===== src/rtl/mod3_pkg.sv =====
// ============================================================================
// mod3_pkg
// ----------------------------------------------------------------------------
// Shared definitions for the mod-3 serial datapath. The bit serializer and the
// downstream mod-3 FSM both import this package, so the frame-sequencing state
// encoding and the default sizing constants live in one place.
//
// Contents:
//   MOD3_WIDTH     default bits per serialized word
//   MOD3_TICK_DIV  default clk cycles per slow tick
//   ser_state_t    serializer frame-sequencing states
// ============================================================================
package mod3_pkg;

    localparam int MOD3_WIDTH    = 8;
    localparam int MOD3_TICK_DIV = 4000000;

    typedef enum logic [1:0] {
        IDLE   = 2'd0,   // waiting for a word, load_ready high
        ARMED  = 2'd1,   // word captured, waiting for the first tick
        SHIFT  = 2'd2,   // emitting the remaining bits, one per tick
        FINISH = 2'd3    // last bit out, done pulses on the next tick
    } ser_state_t;

endpackage


===== src/rtl/mod3_tick_div.sv =====
// ============================================================================
// mod3_tick_div
// ----------------------------------------------------------------------------
// Free-running slow-tick divider. A counter runs 0..TICK_DIV-1; tick is high
// for the single clk in which the counter sits at TICK_DIV-1, and the counter
// wraps to 0 on the following edge. tick is combinational from the counter
// so the serializer can act on it in the same cycle.
//
// Parameters:
//   TICK_DIV  clk cycles per tick (>= 2)
//
// Ports:
//   clk    in   system clock, all state changes on posedge
//   reset  in   synchronous, active-high; counter returns to 0
//   tick   out  one-clk-wide pulse every TICK_DIV clks
// ============================================================================
module mod3_tick_div
    import mod3_pkg::*;
#(
    parameter int TICK_DIV = MOD3_TICK_DIV
) (
    input  logic clk,
    input  logic reset,
    output logic tick
);

    localparam int            CW   = $clog2(TICK_DIV);
    localparam logic [CW-1:0] LAST = CW'(TICK_DIV - 1);

    logic [CW-1:0] count_q;
    logic [CW-1:0] count_d;

    assign tick = (count_q == LAST);

    always_comb begin
        count_d = count_q + CW'(1);
        if (tick) begin
            count_d = '0;
        end
    end

    always_ff @(posedge clk) begin
        if (reset) begin
            count_q <= '0;
        end else begin
            count_q <= count_d;
        end
    end

endmodule


===== src/rtl/mod3_bit_serializer.sv =====
// ============================================================================
// mod3_bit_serializer
// ----------------------------------------------------------------------------
// Upstream feeder for the mod-3 serial FSM. Accepts a parallel word over a
// valid/ready handshake and shifts it out MSB-first, one bit per slow tick.
// The first bit of each word is flagged with frame_start so the downstream
// FSM can restart per frame, and done pulses one tick after the last bit so
// the downstream remainder can be sampled.
//
// Build option:
//   MOD3_SER_TICKDIV_EN  defined   : internal mod3_tick_div divider drives the
//                                    tick; TICK_DIV sets the bit period.
//                        undefined : divider removed, tick tied to 1 (one bit
//                                    per clk), slow_tick constant 1 and
//                                    TICK_DIV ignored.
//
// Parameters:
//   WIDTH     bits per word (>= 1)
//   TICK_DIV  clk cycles per slow tick (>= 2)
//
// Ports:
//   clk          in   system clock
//   reset        in   synchronous, active-high
//   load_valid   in   load_data is valid
//   load_ready   out  word can be accepted (state is IDLE)
//   load_data    in   word to serialize
//   sel_out      out  current serial bit, holds between updates
//   bit_strobe   out  one-clk pulse: sel_out has just updated
//   frame_start  out  one-clk pulse with the strobe of the MSB
//   done         out  one-clk pulse one tick after the last bit
//   busy         out  high from word accept until done
//   slow_tick    out  registered tick, one-clk pulse
// ============================================================================
module mod3_bit_serializer
    import mod3_pkg::*;
#(
    parameter int WIDTH    = MOD3_WIDTH,
    parameter int TICK_DIV = MOD3_TICK_DIV
) (
    input  logic             clk,
    input  logic             reset,
    input  logic             load_valid,
    output logic             load_ready,
    input  logic [WIDTH-1:0] load_data,
    output logic             sel_out,
    output logic             bit_strobe,
    output logic             frame_start,
    output logic             done,
    output logic             busy,
    output logic             slow_tick
);

    localparam int               CNT_W    = $clog2(WIDTH + 1);
    localparam logic [CNT_W-1:0] CNT_LAST = CNT_W'(WIDTH - 1);

    logic tick;

    // ------------------------------------------------------------------
    // Tick source
    // ------------------------------------------------------------------
`ifdef MOD3_SER_TICKDIV_EN
    logic slow_tick_q;
    logic slow_tick_d;

    mod3_tick_div #(
        .TICK_DIV (TICK_DIV)
    ) u_tick_div (
        .clk   (clk),
        .reset (reset),
        .tick  (tick)
    );

    always_comb begin
        slow_tick_d = tick;
    end

    always_ff @(posedge clk) begin
        if (reset) begin
            slow_tick_q <= 1'b0;
        end else begin
            slow_tick_q <= slow_tick_d;
        end
    end

    assign slow_tick = slow_tick_q;
`else
    // Without the divider every clk is a tick; the downstream chain is then
    // gated externally, and TICK_DIV only has to stay legal.
    logic tick_div_unused;

    assign tick            = 1'b1;
    assign slow_tick       = 1'b1;
    assign tick_div_unused = (TICK_DIV >= 2);
`endif

    // ------------------------------------------------------------------
    // Frame sequencer
    // ------------------------------------------------------------------
    ser_state_t       state_q,       state_d;
    logic [WIDTH-1:0] shreg_q,       shreg_d;
    logic [CNT_W-1:0] cnt_q,         cnt_d;
    logic             sel_out_q,     sel_out_d;
    logic             bit_strobe_q,  bit_strobe_d;
    logic             frame_start_q, frame_start_d;
    logic             done_q,        done_d;
    logic             busy_q,        busy_d;

    always_comb begin
        state_d       = state_q;
        shreg_d       = shreg_q;
        cnt_d         = cnt_q;
        sel_out_d     = sel_out_q;
        busy_d        = busy_q;
        // Pulses drop back to 0 unless re-asserted this cycle.
        bit_strobe_d  = 1'b0;
        frame_start_d = 1'b0;
        done_d        = 1'b0;

        case (state_q)
            IDLE: begin
                // A tick coinciding with the accept is deliberately not used;
                // ARMED waits for the next one.
                if (load_valid) begin
                    shreg_d = load_data;
                    cnt_d   = '0;
                    busy_d  = 1'b1;
                    state_d = ARMED;
                end
            end

            ARMED: begin
                if (tick) begin
                    sel_out_d     = shreg_q[WIDTH-1];
                    bit_strobe_d  = 1'b1;
                    frame_start_d = 1'b1;
                    shreg_d       = shreg_q << 1;
                    cnt_d         = CNT_W'(1);
                    if (WIDTH == 1) begin
                        state_d = FINISH;
                    end else begin
                        state_d = SHIFT;
                    end
                end
            end

            SHIFT: begin
                if (tick) begin
                    sel_out_d    = shreg_q[WIDTH-1];
                    bit_strobe_d = 1'b1;
                    shreg_d      = shreg_q << 1;
                    cnt_d        = cnt_q + CNT_W'(1);
                    // cnt counts bits already emitted; this tick emits the
                    // last one when cnt+1 reaches WIDTH.
                    if (cnt_q == CNT_LAST) begin
                        state_d = FINISH;
                    end
                end
            end

            FINISH: begin
                if (tick) begin
                    done_d  = 1'b1;
                    busy_d  = 1'b0;
                    state_d = IDLE;
                end
            end

            default: begin
                state_d = IDLE;
            end
        endcase
    end

    always_ff @(posedge clk) begin
        if (reset) begin
            state_q       <= IDLE;
            shreg_q       <= '0;
            cnt_q         <= '0;
            sel_out_q     <= 1'b0;
            bit_strobe_q  <= 1'b0;
            frame_start_q <= 1'b0;
            done_q        <= 1'b0;
            busy_q        <= 1'b0;
        end else begin
            state_q       <= state_d;
            shreg_q       <= shreg_d;
            cnt_q         <= cnt_d;
            sel_out_q     <= sel_out_d;
            bit_strobe_q  <= bit_strobe_d;
            frame_start_q <= frame_start_d;
            done_q        <= done_d;
            busy_q        <= busy_d;
        end
    end

    // ------------------------------------------------------------------
    // Outputs
    // ------------------------------------------------------------------
    assign load_ready  = (state_q == IDLE);
    assign sel_out     = sel_out_q;
    assign bit_strobe  = bit_strobe_q;
    assign frame_start = frame_start_q;
    assign done        = done_q;
    assign busy        = busy_q;

endmodule


===== config.mk =====
export PLATFORM = sky130hd
export DESIGN_NAME = mod3_bit_serializer
export DESIGN_NICKNAME = d
export VERILOG_FILES = /design/src/rtl/mod3_pkg.sv /design/src/rtl/mod3_tick_div.sv /design/src/rtl/mod3_bit_serializer.sv
export SDC_FILE = /design/constraint.sdc
export NUM_CORES = 1
export LEC_CHECK = 0
export CELL_PAD_IN_SITES_DETAIL_PLACEMENT = 1
export CELL_PAD_IN_SITES_GLOBAL_PLACEMENT = 2
export CORE_ASPECT_RATIO = 0.6
export CORE_MARGIN = 3
export CORE_UTILIZATION = 32
export DETAILED_ROUTE_END_ITERATION = 12
export MAX_ROUTING_LAYER = met4
export PLACE_DENSITY_LB_ADDON = 0.1
export REMOVE_ABC_BUFFERS = 1
export SYNTH_ARGS = -nofsm -noshare
export SYNTH_HDL_FRONTEND = slang
export SYNTH_HIERARCHICAL = 1
export SYNTH_SLANG_ARGS = --single-unit

===== constraint.sdc =====
create_clock -name clk -period 4.7 [get_ports clk]
set_input_delay 0.94 -clock clk [delete_from_list [all_inputs] [get_ports clk]]
set_output_delay 0.94 -clock clk [all_outputs]
set_load 0.01 [all_outputs]

; Yosys cells after proc, flatten, opt, wreduce, memory -nomap -nowiden
; Cells that the tools add are included.
[classes]
addsub = 1
reduce_logical = 9
mux = 12
eq_ne = 6
[ops]
columns = operator, count
row1 = case mux 8 bit (2 select lines), 1
row2 = case mux 4 bit (3 select lines), 1
row3 = 2-to-1 mux 8 bit, 1
row4 = case mux 2 bit (4 select lines), 1
row5 = AND reduction 2 bit, 4
row6 = "adder 4 x 1 -> 4 bit, second input constant", 1
row7 = "== test 2 bit, second input constant", 2
row8 = "== test 4 x 3 -> 1 bit, second input constant", 1
row9 = 2-to-1 mux 1 bit, 4
row10 = 2-to-1 mux 2 bit, 2
row11 = 2-to-1 mux 4 bit, 1
row12 = "inequality test 2 bit, second input constant", 2
row13 = nonzero test 2 bit, 2
row14 = nonzero test 3 bit, 1
row15 = "== test 2 x 1 -> 1 bit, second input constant", 1
row16 = logical NOT 2 bit, 1
row17 = case mux 1 bit (2 select lines), 1
row18 = OR reduction 2 bit, 1
[word_totals]
out_inout_bits = 7
elab_cells = 36
inputBits = 11
regBits = 19

; Depth between registers and ports, before layout
; Gate-level depths: netlist of run 1.
[depth]
word_depth = 4
depth_mapped = 7
ltp_nobuf = 5

; Least setup slack after synthesis of run 1
; OpenSTA, ideal clock, no wires.
[synth_timing]
kind = input-to-reg
from = input load_valid
to = register cnt_q[3]
arrival_time_ns = 1.602
path_stages = 3
setup_ns = 0.074
t_required_ns = 4.626
path_buffers = 0
path_slack_ns = 3.024
cell_sequence = nor2b_4 or4_1 a31oi_1
[synth_via]
elab_chain_cells = 2
[synth_rtl]
columns = element, line_no
row1 = "start, declared", mod3_bit_serializer.sv:42  ; input logic load_valid,
row2 = inequality test 2 bit (no source line), --
row3 = AND reduction 2 bit (no source line), --
row4 = "end signal, assigned", mod3_bit_serializer.sv:187  ; cnt_q <= cnt_d;
row5 = "end, declared", mod3_bit_serializer.sv:101  ; logic [CNT_W-1:0] cnt_q, cnt_d;
; No other way between the ends.
; A chain may end at the register's enable or synchronous reset.

; Final worst setup path of run 1
[layout_timing]
from = register state_q[1]
to = output load_ready
[layout_via]
elab_chain_cells = 1
[layout_rtl]
columns = element, line_no
row1 = "start, declared", mod3_bit_serializer.sv:99  ; ser_state_t state_q, state_d;
row2 = "start signal, assigned", mod3_bit_serializer.sv:185  ; state_q <= state_d;
row3 = logical NOT 2 bit, mod3_bit_serializer.sv:199  ; assign load_ready = (state_q == IDLE);
row4 = "end, declared", mod3_bit_serializer.sv:43  ; output logic load_ready,
; No other way between the ends.

==> results of run 1 <==
[worst max-delay path, delay by kind of cell (launching register included)]
family	cells	cell delay, ps
buffers and inverters	2	720
DFF	1	330
adders and majority gates	1	310
[layer usage]
metal	global-route usage	routed length, um	up-vias
met4	0.0105	0	0
met2	0.182	817	13
met3	0.0503	80	0
met5	-	0	-
li1	-	-	377
met1	0.188	1140	337
[cells in the mapped netlist]
master,n
mux2i_1,8
buf_4,2
o32ai_1,1
o2111ai_1,1
dfxtp_1,19
nor2_1,11
mux2_2,2
nor2b_4,1
a21oi_1,5
a211oi_1,7
and3_1,1
or2b_2,1
inv_1,3
conb_1,1
nand2b_1,1
o21ai_0,5
nand4_1,1
ha_1,6
buf_2,2
nand4b_1,1
or4_1,1
a31oi_1,3
clkbuf_1,2
nor2b_1,4
nand3_1,4
nand3b_1,2
and4b_1,1
o21a_1,1
[final cells by class]
cell class | instances | area (um^2) | area share
Clock buffer | 4 | 45.0 | 0.0397
Sequential cell | 19 | 380 | 0.336
Tap cell | 32 | 40.0 | 0.0353
Timing Repair Buffer | 16 | 160 | 0.141
Inverter | 3 | 11.3 | 0.00993
Multi-Input combinational cell | 69 | 497 | 0.438
[sequential cells by signal, indices dropped and copies added, names as in the netlist]
register and count:
sel_out 1, state_q 2, bit_strobe 1, busy 1, frame_start 1, cnt_q 4
done 1, shreg_q 8
[stage by stage]
stage,power (mW),setup slack [ps],std cells
3_3_place_gp,0.525,2280,139
2_1_floorplan,0.436,2950,91
3_5_place_dp,0.531,2210,139
6_report,0.640,2150,143
5_1_grt,0.690,2050,143
4_1_cts,0.648,2150,143
[worst max path at each step]
| stage | end | slack, ps | cells past startpoint |
|---|---|---|---|
| after floorplan | cnt_q[3]$_SDFFE_PP0P_ | 2950 | 5 |
| after global placement | state_q[1]$_SDFFE_PP0P_ | 2280 | 3 |
| after detailed placement | state_q[1]$_SDFFE_PP0P_ | 2210 | 3 |
| after CTS | load_ready | 2150 | 3 |
| after global routing | load_ready | 2050 | 3 |
| final | load_ready | 2150 | 3 |
[power by group through the flow]
| stage | Clock, mW | Combinational, mW | Sequential (mW) |
|---|---|---|---|
| 2_1_floorplan | 0 | 0.201 | 0.234 |
| 3_3_place_gp | 0 | 0.290 | 0.235 |
| 3_5_place_dp | 0 | 0.295 | 0.237 |
| 4_1_cts | 0.119 | 0.296 | 0.233 |
| 5_1_grt | 0.125 | 0.326 | 0.238 |
| 6_report | 0.115 | 0.292 | 0.232 |
[cells by family after synthesis]
group / Yosys count / synth area share
adder cells (fa/ha/maj): 6 / 0.0815
multiplexers: 10 / 0.111
flip-flops: 19 / 0.413
other: 1 / 0.00407
buffers and inverters: 9 / 0.0476
AO/OA/AOI/OAI: 23 / 0.159
AND/OR/NAND/NOR: 29 / 0.183
==> flow_summary.ini, run 1 <==
[status]
outcome = complete, no violations

[route]
route.antenna.remaining_nets = 0
wirelength_mm = 2.04
drc = 0
first_pass_iters = 4
wl_per_cell_um = 14.3
viasPerCell = 5.08
vias = 727
initialDrtViolationCount = 13

[synthesis]
synth.distinct_cells = 28
synth_top_area_frac = 0.413
ys_ff_latch = 19
synthCells = 97
netlist_area_um2 = 921
synth_warnings = 6
yosysSeqAreaShare = 0.413
yosys-top-cells-area = dfxtp_1, mux2i_1, ha_1
syn_avg_cell_area_um2 = 9.49
yosys.area.top_type = dfxtp_1

[global_route]
grt_overflow_total = 0
grt_max_degree = 21
antenna_found_initial = 0
grt_pass1_wl_mm = 3.41
grt_usage = 0.132
grt_pass1_vias = 720

[clocking]
postCtsSetupRepairBufs = 0
h-tree-depth = 1
cts.sinks = 19
cts_buffers = 3
cts_tree = done
ctsHoldBuffers = 0
worst_skew_pair.late_latency_ps = 250
cts_resized = 0
clock-root-buffer = clkbuf_8
ctsLongestPathBuffers = 2
clk_pin_slew_ps = 70

[pwr]
p_per_area_nw_per_um2 = 564
p_int_uw = 403
combPwrFrac = 0.457
p_clk_frac = 0.180
p_seq_frac = 0.363
ir_drop_v = 0.000246
switching_share = 0.370
p_leak_nw = 0.428
p_switching_uw = 237

[place]
dpl_cell_area_um2 = 1090
gp_congestion = 0.758
dp_hpwl_mm = 1.47
io_buffers = 16

[setup_path]
r2r-start = state_q[0]$_SDFFE_PP0P_
r2r_end = shreg_q[2]$_SDFFE_PP0P_
endpoint_kind = output pin
r2r_setup_slack_ps = 2620
crit_chain = inv_1 -> ha_1 -> clkdlybuf4s50_1
crit_fanout = 7
worstSetupPathType = reg -> out
cp_slowest_cell = clkdlybuf4s50_1
worstPathRequired_ps = 3760
cp-start-kind = register
slowest_delay_ps = 590
r2r_cells = 5
cp-startpoint = state_q[1]$_SDFFE_PP0P_
cp.arrival_ps = 1610

[floorplan]
die-area_um2 = 3580
io-pin-count = 18
fp.dieW_um = 75.3
initial_utilization = 0.350
core-area_um2 = 2630
die_y_um = 47.6
num_rows = 14

[run]
max_cap_viol_count = 0

[cells_and_area]
postLayoutCellArea_um2 = 1130
final_common_cell = dfxtp_1
diodes = 0
utilization = 0.431
area_growth_pct = 23.1
nets = 129
fill_cells = 299
layout-drive-gt1-share = 0.0631
final_cell_mix = dfxtp_1, clkdlybuf4s50_1, nor2_1

[timing]
maxSlewHeadroom = 0.474
slew_violations = 0
worstMarginPinSlew_ps = 787
max_freq_ghz = 0.392
setup_viol = 0
final-hold-violation-count = 0
hold_slack_ps = 487
clock_skew_ps = 3.00
fin_tns_setup_ps = 0
fin_crit_ps = 2550
period_share = 0.542
rsz0062_at_grt = no

[hold_path]
worstHoldStart = busy$_SDFFE_PP0P_
hold_end = busy$_SDFFE_PP0P_
hold_depth = 2
hold_class = reg -> reg
No activity file was read; power rests on OpenSTA's default activity.
==> inputs of run 2 (changes only) <==
--- a/config.mk
+++ b/config.mk
@@ -9,7 +9,7 @@
 export CELL_PAD_IN_SITES_GLOBAL_PLACEMENT = 2
 export CORE_ASPECT_RATIO = 0.6
 export CORE_MARGIN = 3
-export CORE_UTILIZATION = 32
+export CORE_UTILIZATION = 27
 export DETAILED_ROUTE_END_ITERATION = 12
 export MAX_ROUTING_LAYER = met4
 export PLACE_DENSITY_LB_ADDON = 0.1
==> constraint.sdc (replaced) <==
create_clock -name clk -period 2.2 [get_ports clk]
set_input_delay 0.44 -clock clk [delete_from_list [all_inputs] [get_ports clk]]
set_output_delay 0.44 -clock clk [all_outputs]
set_load 0.01 [all_outputs]
==> flow_summary.ini, run 2 (synthesis gave the netlist of run 1 again) <==
[cells_and_area]
postLayoutCellArea_um2 = 1170
final_cell_mix = dfxtp_1, clkdlybuf4s50_1, nor2_1
final_common_cell = dfxtp_1
nets = 132
layout-drive-gt1-share = 0.0877
top_register = shreg_q
diodes = 0
biggestRegsByFlops = shreg_q: 8 flops, cnt_q: 4 flops, state_q: 2 flops
largest_register_ffs = 8
area_growth_pct = 26.9

[setup_path]
r2r_cells = 5
worstSetupPathType = reg -> out
worstPathRequired_ps = 1760
endpoint_kind = output pin
slowest_delay_ps = 590
setup.worst_path.end = load_ready
cp-startpoint = state_q[1]$_SDFFE_PP0P_
r2r_end = cnt_q[3]$_SDFFE_PP0P_
r2r_setup_slack_ps = 520
crit_chain = inv_1 -> ha_1 -> clkdlybuf4s50_1
crit_fanout = 7
cp-start-kind = register
cp.arrival_ps = 1590
cp_slowest_cell = clkdlybuf4s50_1
r2r-start = state_q[0]$_SDFFE_PP0P_

[route]
vias = 743
first_pass_iters = 4
route.antenna.remaining_nets = 0
drc = 0
initialDrtViolationCount = 31
viasPerCell = 4.76
wirelength_mm = 2.18
wl_per_cell_um = 14.0

[floorplan]
die_y_um = 51.2
core-area_um2 = 3060
die-area_um2 = 4170
initial_utilization = 0.301
fp.dieW_um = 81.4
io-pin-count = 18
num_rows = 15

[status]
outcome = complete, no violations

[timing]
setup_viol = 0
final-hold-violation-count = 0
slew_violations = 0
fin_tns_setup_ps = 0
period_share = 0.922
clock_skew_ps = 5.71
fin_crit_ps = 2030
rsz0062_at_grt = no
max_freq_ghz = 0.493

[pwr]
p_clk_frac = 0.171
p_seq_frac = 0.355
p_switching_uw = 511
p_per_area_nw_per_um2 = 1200
combPwrFrac = 0.474
totalPowerFinal_mw = 1.40
p_int_uw = 887
ir_drop_v = 0.000434
switching_share = 0.366
p_leak_nw = 0.443

[clocking]
h-tree-depth = 1
ctsLongestPathBuffers = 2
postCtsSetupRepairBufs = 0
cts.sinks = 19
clock-root-buffer = clkbuf_8
worst_skew_pair.late_latency_ps = 250
clk_pin_slew_ps = 70
cts_tree = done
cts_resized = 0
cts_buffers = 3
ctsHoldBuffers = 0

[global_route]
met1_usage = 0.172
antenna_found_initial = 0
grt_pass1_wl_mm = 3.66
grt_usage = 0.122
use_met2 = 0.164
grt_util_met3 = 0.0475
grt_pass1_vias = 740
grt_max_degree = 15
grt_overflow_total = 0
gr-max-usage-layer = met1

[place]
io_buffers = 16
gp_congestion = 0.805
dpl_cell_area_um2 = 1120
dp_hpwl_mm = 1.70

[hold_path]
hold_depth = 2
worstHoldStart = busy$_SDFFE_PP0P_
hold_class = reg -> reg

[run]
max_cap_viol_count = 0
## run 2: changes by cell type in the layout (fill, tap and decap cells not counted), sizes merged
cell,previous run,this run
buf,0,3
## run 2: final cells by class
cell class                 count  area [um^2]
fill                         360         1890
multi-input combinational     69          497
sequential                    19          380
timing repair buffer          19          183
tap                           42         52.6
clock buffer                   4         45.0
inverter                       3         11.3
## run 2: per-stage QoR
step | worst slack (ps) | util | hold WS [ps] | cells
finish | 173 | 0.382 | 491 | 156
global route | 56.9 | 0.382 | 527 | 156
CTS | 149 | 0.382 | 501 | 156
detailed placement | 333 | 0.367 | 493 | 152
global placement | 366 | 0.367 | 483 | 152
floorplan | 452 | - | 461 | 91
## run 2: worst min path at each step
| stage | endpoint | slack (ps) |
|---|---|---|
| finish | busy$_SDFFE_PP0P_ | 490 |
| global route | shreg_q[5]$_SDFFE_PP0P_ | 530 |
| CTS | busy$_SDFFE_PP0P_ | 500 |
| detailed placement | busy$_SDFFE_PP0P_ | 490 |
| global placement | sel_out$_SDFFE_PP0N_ | 480 |
| floorplan | cnt_q[1]$_SDFFE_PP0P_ | 460 |
## run 2: power groups by stage
stage	Combinational [mW]	Clock [mW]	Sequential, mW
2_1_floorplan	0.430	0	0.501
3_3_place_gp	0.667	0	0.502
3_5_place_dp	0.673	0	0.508
4_1_cts	0.677	0.250	0.500
5_1_grt	0.750	0.266	0.509
6_report	0.663	0.239	0.497
## run 2: metal layers
metal  share of wire  vias to the layer above
met5               0                        -
met4          0.0050                        0
met3           0.051                        2
met2            0.38                       16
met1            0.56                      341
li1                -                      384
## run 2: critical path, delay by kind of cell, from the launching register on
kind	cells	cell delay (ps)
buffers and inverters	2	710
adder cells (fa/ha/maj)	1	300
flip-flops	1	330
